<file path="src/rtl/thto_to_bin.sv">
// thto_to_bin: sequential packed-BCD to unsigned binary converter.
// Each clock performs one reverse double-dabble step. A conversion starts
// with an i_Start/o_Done handshake.
//
// Handshake: i_Start is a request that is sampled only while idle
// (o_Busy=0). The edge that samples i_Start=1 also captures i_Bcd. A request
// made while o_Busy=1 is dropped and is not queued. Completion is a single
// o_Done cycle. o_Bin and o_Err are valid during that cycle and hold
// afterwards: o_Bin until the next completion, o_Err until the next accepted
// start.
module thto_to_bin #(
  parameter int DIGITS = 4,
  parameter int BW     = 14
) (
  input  logic                  clk,
  input  logic                  rst,
  input  logic                  i_Start,
  input  logic [4*DIGITS-1:0]   i_Bcd,
  output logic [BW-1:0]         o_Bin,
  output logic                  o_Done,
  output logic                  o_Busy,
  output logic                  o_Err
);

  localparam int CW = $clog2(BW + 1);
  localparam int RW = 4 * DIGITS + BW;

  typedef enum logic [1:0] {
    IDLE  = 2'd0,
    SHIFT = 2'd1,
    DONE  = 2'd2
  } state_t;

  state_t          state, state_n;
  logic [RW-1:0]   r, r_n;        // {bcd_field, bin_field}
  logic [CW-1:0]   cnt, cnt_n;
  logic [BW-1:0]   bin, bin_n;
  logic            err, err_n;
  logic [RW-1:0]   shifted;
  logic [RW-1:0]   corrected;
  logic            bad_digit;

  // State, working register, step counter and held results.
  always_ff @(posedge clk) begin
    if (rst) begin
      state <= IDLE;
      r     <= '0;
      cnt   <= '0;
      bin   <= '0;
      err   <= 1'b0;
    end else begin
      state <= state_n;
      r     <= r_n;
      cnt   <= cnt_n;
      bin   <= bin_n;
      err   <= err_n;
    end
  end

  // One reverse double-dabble step: shift right, then any nibble >= 8 drops by 3.
  always_comb begin
    shifted   = r >> 1;
    corrected = shifted;
    for (int d = 0; d < DIGITS; d++) begin
      if (shifted[BW + 4*d + 3]) begin
        corrected[BW + 4*d +: 4] = shifted[BW + 4*d +: 4] - 4'd3;
      end
    end
  end

  // Any operand nibble above 9 makes the request invalid.
  always_comb begin
    bad_digit = 1'b0;
    for (int d = 0; d < DIGITS; d++) begin
      if (i_Bcd[4*d +: 4] > 4'd9) begin
        bad_digit = 1'b1;
      end
    end
  end

  // Next-state and datapath control.
  always_comb begin
    state_n = state;
    r_n     = r;
    cnt_n   = cnt;
    bin_n   = bin;
    err_n   = err;
    case (state)
      IDLE: begin
        if (i_Start) begin
          if (bad_digit) begin
            err_n   = 1'b1;
            bin_n   = '0;
            state_n = DONE;
          end else begin
            r_n     = {i_Bcd, {BW{1'b0}}};
            cnt_n   = '0;
            err_n   = 1'b0;
            state_n = SHIFT;
          end
        end
      end
      SHIFT: begin
        r_n   = corrected;
        cnt_n = cnt + CW'(1);
        if (cnt == CW'(BW - 1)) begin
          bin_n   = corrected[BW-1:0];
          state_n = DONE;
        end
      end
      DONE: begin
        state_n = IDLE;
      end
      default: begin
        state_n = IDLE;
      end
    endcase
  end

  assign o_Bin  = bin;
  assign o_Err  = err;
  assign o_Done = (state == DONE);
  assign o_Busy = (state == SHIFT) || (state == DONE);

endmodule

</file>
<file path="config.mk">
export PLATFORM = sky130hd
export DESIGN_NAME = thto_to_bin
export DESIGN_NICKNAME = d
export VERILOG_FILES = /design/src/rtl/thto_to_bin.sv
export SDC_FILE = /design/constraint.sdc
export NUM_CORES = 1
export LEC_CHECK = 0
export ABC_AREA = 0
export BUFFER_PORTS_ARGS = -buffer_cell sky130_fd_sc_hd__buf_2
export CAP_MARGIN = 20
export CELL_PAD_IN_SITES_DETAIL_PLACEMENT = 1
export CELL_PAD_IN_SITES_GLOBAL_PLACEMENT = 2
export CORE_MARGIN = 2
export CORE_UTILIZATION = 37
export DETAILED_ROUTE_END_ITERATION = 10
export MAX_ROUTING_LAYER = met4
export PLACE_DENSITY = 0.94
export SETUP_SLACK_MARGIN = 0.02
export SYNTH_ARGS = -nofsm -noshare
export SYNTH_HDL_FRONTEND = slang
export SYNTH_SLANG_ARGS = --single-unit
</file>
<file path="constraint.sdc">
create_clock -name clk -period 3.7 [get_ports clk]
set_input_delay 0.185 -clock clk [delete_from_list [all_inputs] [get_ports clk]]
set_output_delay 0.185 -clock clk [all_outputs]
set_load 0.01 [all_outputs]
</file>
==> impl_metrics.toml <==
[layout]
stdcell_area_sq_mm = 0.002676
flow.area_growth_from_synthesis_pct = 12.94
final_cell_mix = "50 x dfxtp_1, 39 x nand2_1, 35 x buf_2"
layout-drive-gt1-share = 0.1821
antennaDiodeCount = 0
final_nets = 306
final_common_cell = "dfxtp_1"
num-fill-cells = 756

[sta]
final.setup_skew_ps = 8.402
setup_tns_ps = 0
timing.final.max_slew_violations = 0
timing.fmax_mhz = 419.6
worst_slew_margin_rel = 0.3271
rsz_0062_raised_after_global_routing = "false"
fin_worst_hold_slack_ps = 193.3
finalHoldViolations = 0
worst_setup_slack_after_layout_ps = 1317
setup_viol = 0
final.min_clock_period_ps = 2383
worst_pin_slew_ps = 1008
final_min_period_over_clock_period = 0.6442

[clock_tree]
number_of_instances_resized_during_post_cts_repair = 0
post_cts.repair.setup_buffers = 0
tritoncts_clock_tree = "done"
numClockSinks = 50
h-tree-depth = 2
clockRootBuffer = "clkbuf_8"
tritoncts.num_buffers = 5
cts_max_path_buffers = 2
cts.clk_slew.worst_paths_ps = 90
clkLatencyLatePin_ps = 300
cts-hold-fix-buffers = 0

[global_routing]
globalRoute.totalOverflow = 0
grt_first_pass_wirelength_mm = 9.494
grt.total_usage = 0.1667
antenna_found_initial = 0
via_count_of_the_first_global_routing_pass = 1933
largest_net_degree_at_the_start_of_global_routing = 36

[die]
die_area_sq_mm = 0.007061
dieWidth_microns = 84.03
row_count = 29
die_height_microns = 84.03
initial_core_util = 0.3775
core_region_area_sq_mm = 0.006277
ioPinCount = 36

[run]
maxCapViolCount = 0

[placement]
globalplace.congestion = 0.7864
postPlaceCellArea_sq_mm = 0.002562
dp_hpwl_mm = 3.920
detailedPlace.worstSlack_ps = 1350
io_buffer_count = 35

[synth]
syn_nets = 278
synth_top_area_share = 0.4224
postSynthCellCount = 251
netlist_area_sq_mm = 0.002370
avgSynthCellArea_sq_um = 9.441
ys_seq_elements = 50
synthArstFlopShare = 0
yosys-top-cells-area = "dfxtp_1 42%, mux2i_1 8.0%, nand2_1 6.2%"
synth-seq-area-share = 0.4224
synthDistinctLibCells = 39
synth_edf_count = 0
yosysWarnings = 0
synth_top_area_cell = "dfxtp_1"
ys_dominant_reg_cell = "dfxtp_1"

[route]
avgViaCountPerCell = 5.613
route.vias.total = 2004
drt_wl_total_mm = 5.626
drt_first_pass_iters = 4
route.detailed.wl_per_inst_microns = 15.76
drt_iter0_markers = 69
antenna_left = 0
drc_errors = 0

[run_status]
run_status = "finished, final reports clean"

[setup_path]
worstSetupStartpointType = "flop"
max_stage_delay_ps = 870
crit_path_leading_delay_family = "compound AO/OA/AOI/OAI gates"
crit_required_ps = 3950
crit_path_dat_ps = 2640
worstPathCellList = "inv_1, ha_1, buf_4, inv_1, nor2_2, a211oi_2, a22o_1"
critPathSlowestCell = "a211oi_2"
timing.critical_path.to_type = "flop"
crit_buf_inv = 3
critPathKind = "flop to flop"
cp_max_fo = 35
cpMostUsedCell = "inv_1"

[pwr]
cellPowerDensity_mw_per_mm2 = 410.0
irDropWorstVdd_uv = 237.5
p_leak_nw = 1.025

[worst_hold_path]
min-delay-path-class = "primary input to flop"
==> final cells by class <==
| cell class | count | area, sq um | share of cell area |
|---|---|---|---|
| sequential | 50 | 1001 | 0.3740 |
| clock buffer | 7 | 76.32 | 0.02852 |
| tap | 77 | 96.34 | 0.03600 |
| clock inverter | 1 | 30.03 | 0.01122 |
| multi-input combinational | 175 | 1237 | 0.4624 |
| inverter | 8 | 30.03 | 0.01122 |
| timing repair buffer | 39 | 205.2 | 0.07667 |
==> flip-flops by register name (all words and copies together) (netlist names) <==
signal	count
cnt	4
r	29
o_Err	1
o_Bin	14
state	2
==> synth_stat cells (7+ instances only) <==
master     count
a32o_1        13
mux2i_1       19
ha_1           8
dfxtp_1       50
o2bb2ai_1     14
nand2_1       39
nor2_1         7
clkbuf_1       7
a21oi_1       10
==> worst reg2reg max path, cell delays in order, from the launching register on <==
cell      delay (ps)
dfxtp_1          370
inv_1             80
ha_1             180
buf_4            250
inv_1            200
nor2_2           120
a211oi_2         870
a22o_1           260
==> metal layers <==
metal	up-vias	wire length, microns	global-route usage
met2	35	2566	0.2605
met3	3	194	0.03066
li1	990	-	-
met4	0	25	0.04106
met5	-	0	-
met1	976	2841	0.2236
==> report_power, final <==
part,internal [mW],switching (mW),total [mW]
logic,0.0531,0.102,0.155
clock network,0.203,0.179,0.381
registers,0.550,0.0115,0.561
total,0.806,0.292,1.10
==> cell families (layout without fill, tap and decap cells) <==
kind of cell / Yosys count / after routing / synth area share
AO/OA/AOI/OAI: 76 / 76 / 0.2534
XOR/XNOR: 6 / 6 / 0.02218
flip-flops: 50 / 50 / 0.4224
multiplexers: 19 / 19 / 0.08025
AND/OR/NAND/NOR: 66 / 66 / 0.1241
buffers and inverters: 26 / 55 / 0.05544
adder cells (fa/ha/maj): 8 / 8 / 0.04224
==> through the flow <==
| stage | instances | total power [mW] | util |
|---|---|---|---|
| 2_1_floorplan | 251 | 0.6883 | - |
| 3_3_place_gp | 348 | 0.7211 | 0.4082 |
| 3_5_place_dp | 348 | 0.7240 | 0.4082 |
| 4_1_cts | 356 | 1.102 | 0.4252 |
| 5_1_grt | 357 | 1.143 | 0.4264 |
| 6_report | 357 | 1.097 | 0.4264 |
==> worst paths after layout <==
check             slack [ps]  startpoint  cells after the start  endpoint
hold reg to reg          480        r[6]                      2      r[5]
hold / removal           190    i_Bcd[8]                      3     r[22]
setup reg to reg        1320    state[1]                      7     r[29]
setup / recovery        1320    state[1]                      7     r[29]
Note: power is estimated with default switching activity, not from simulation.
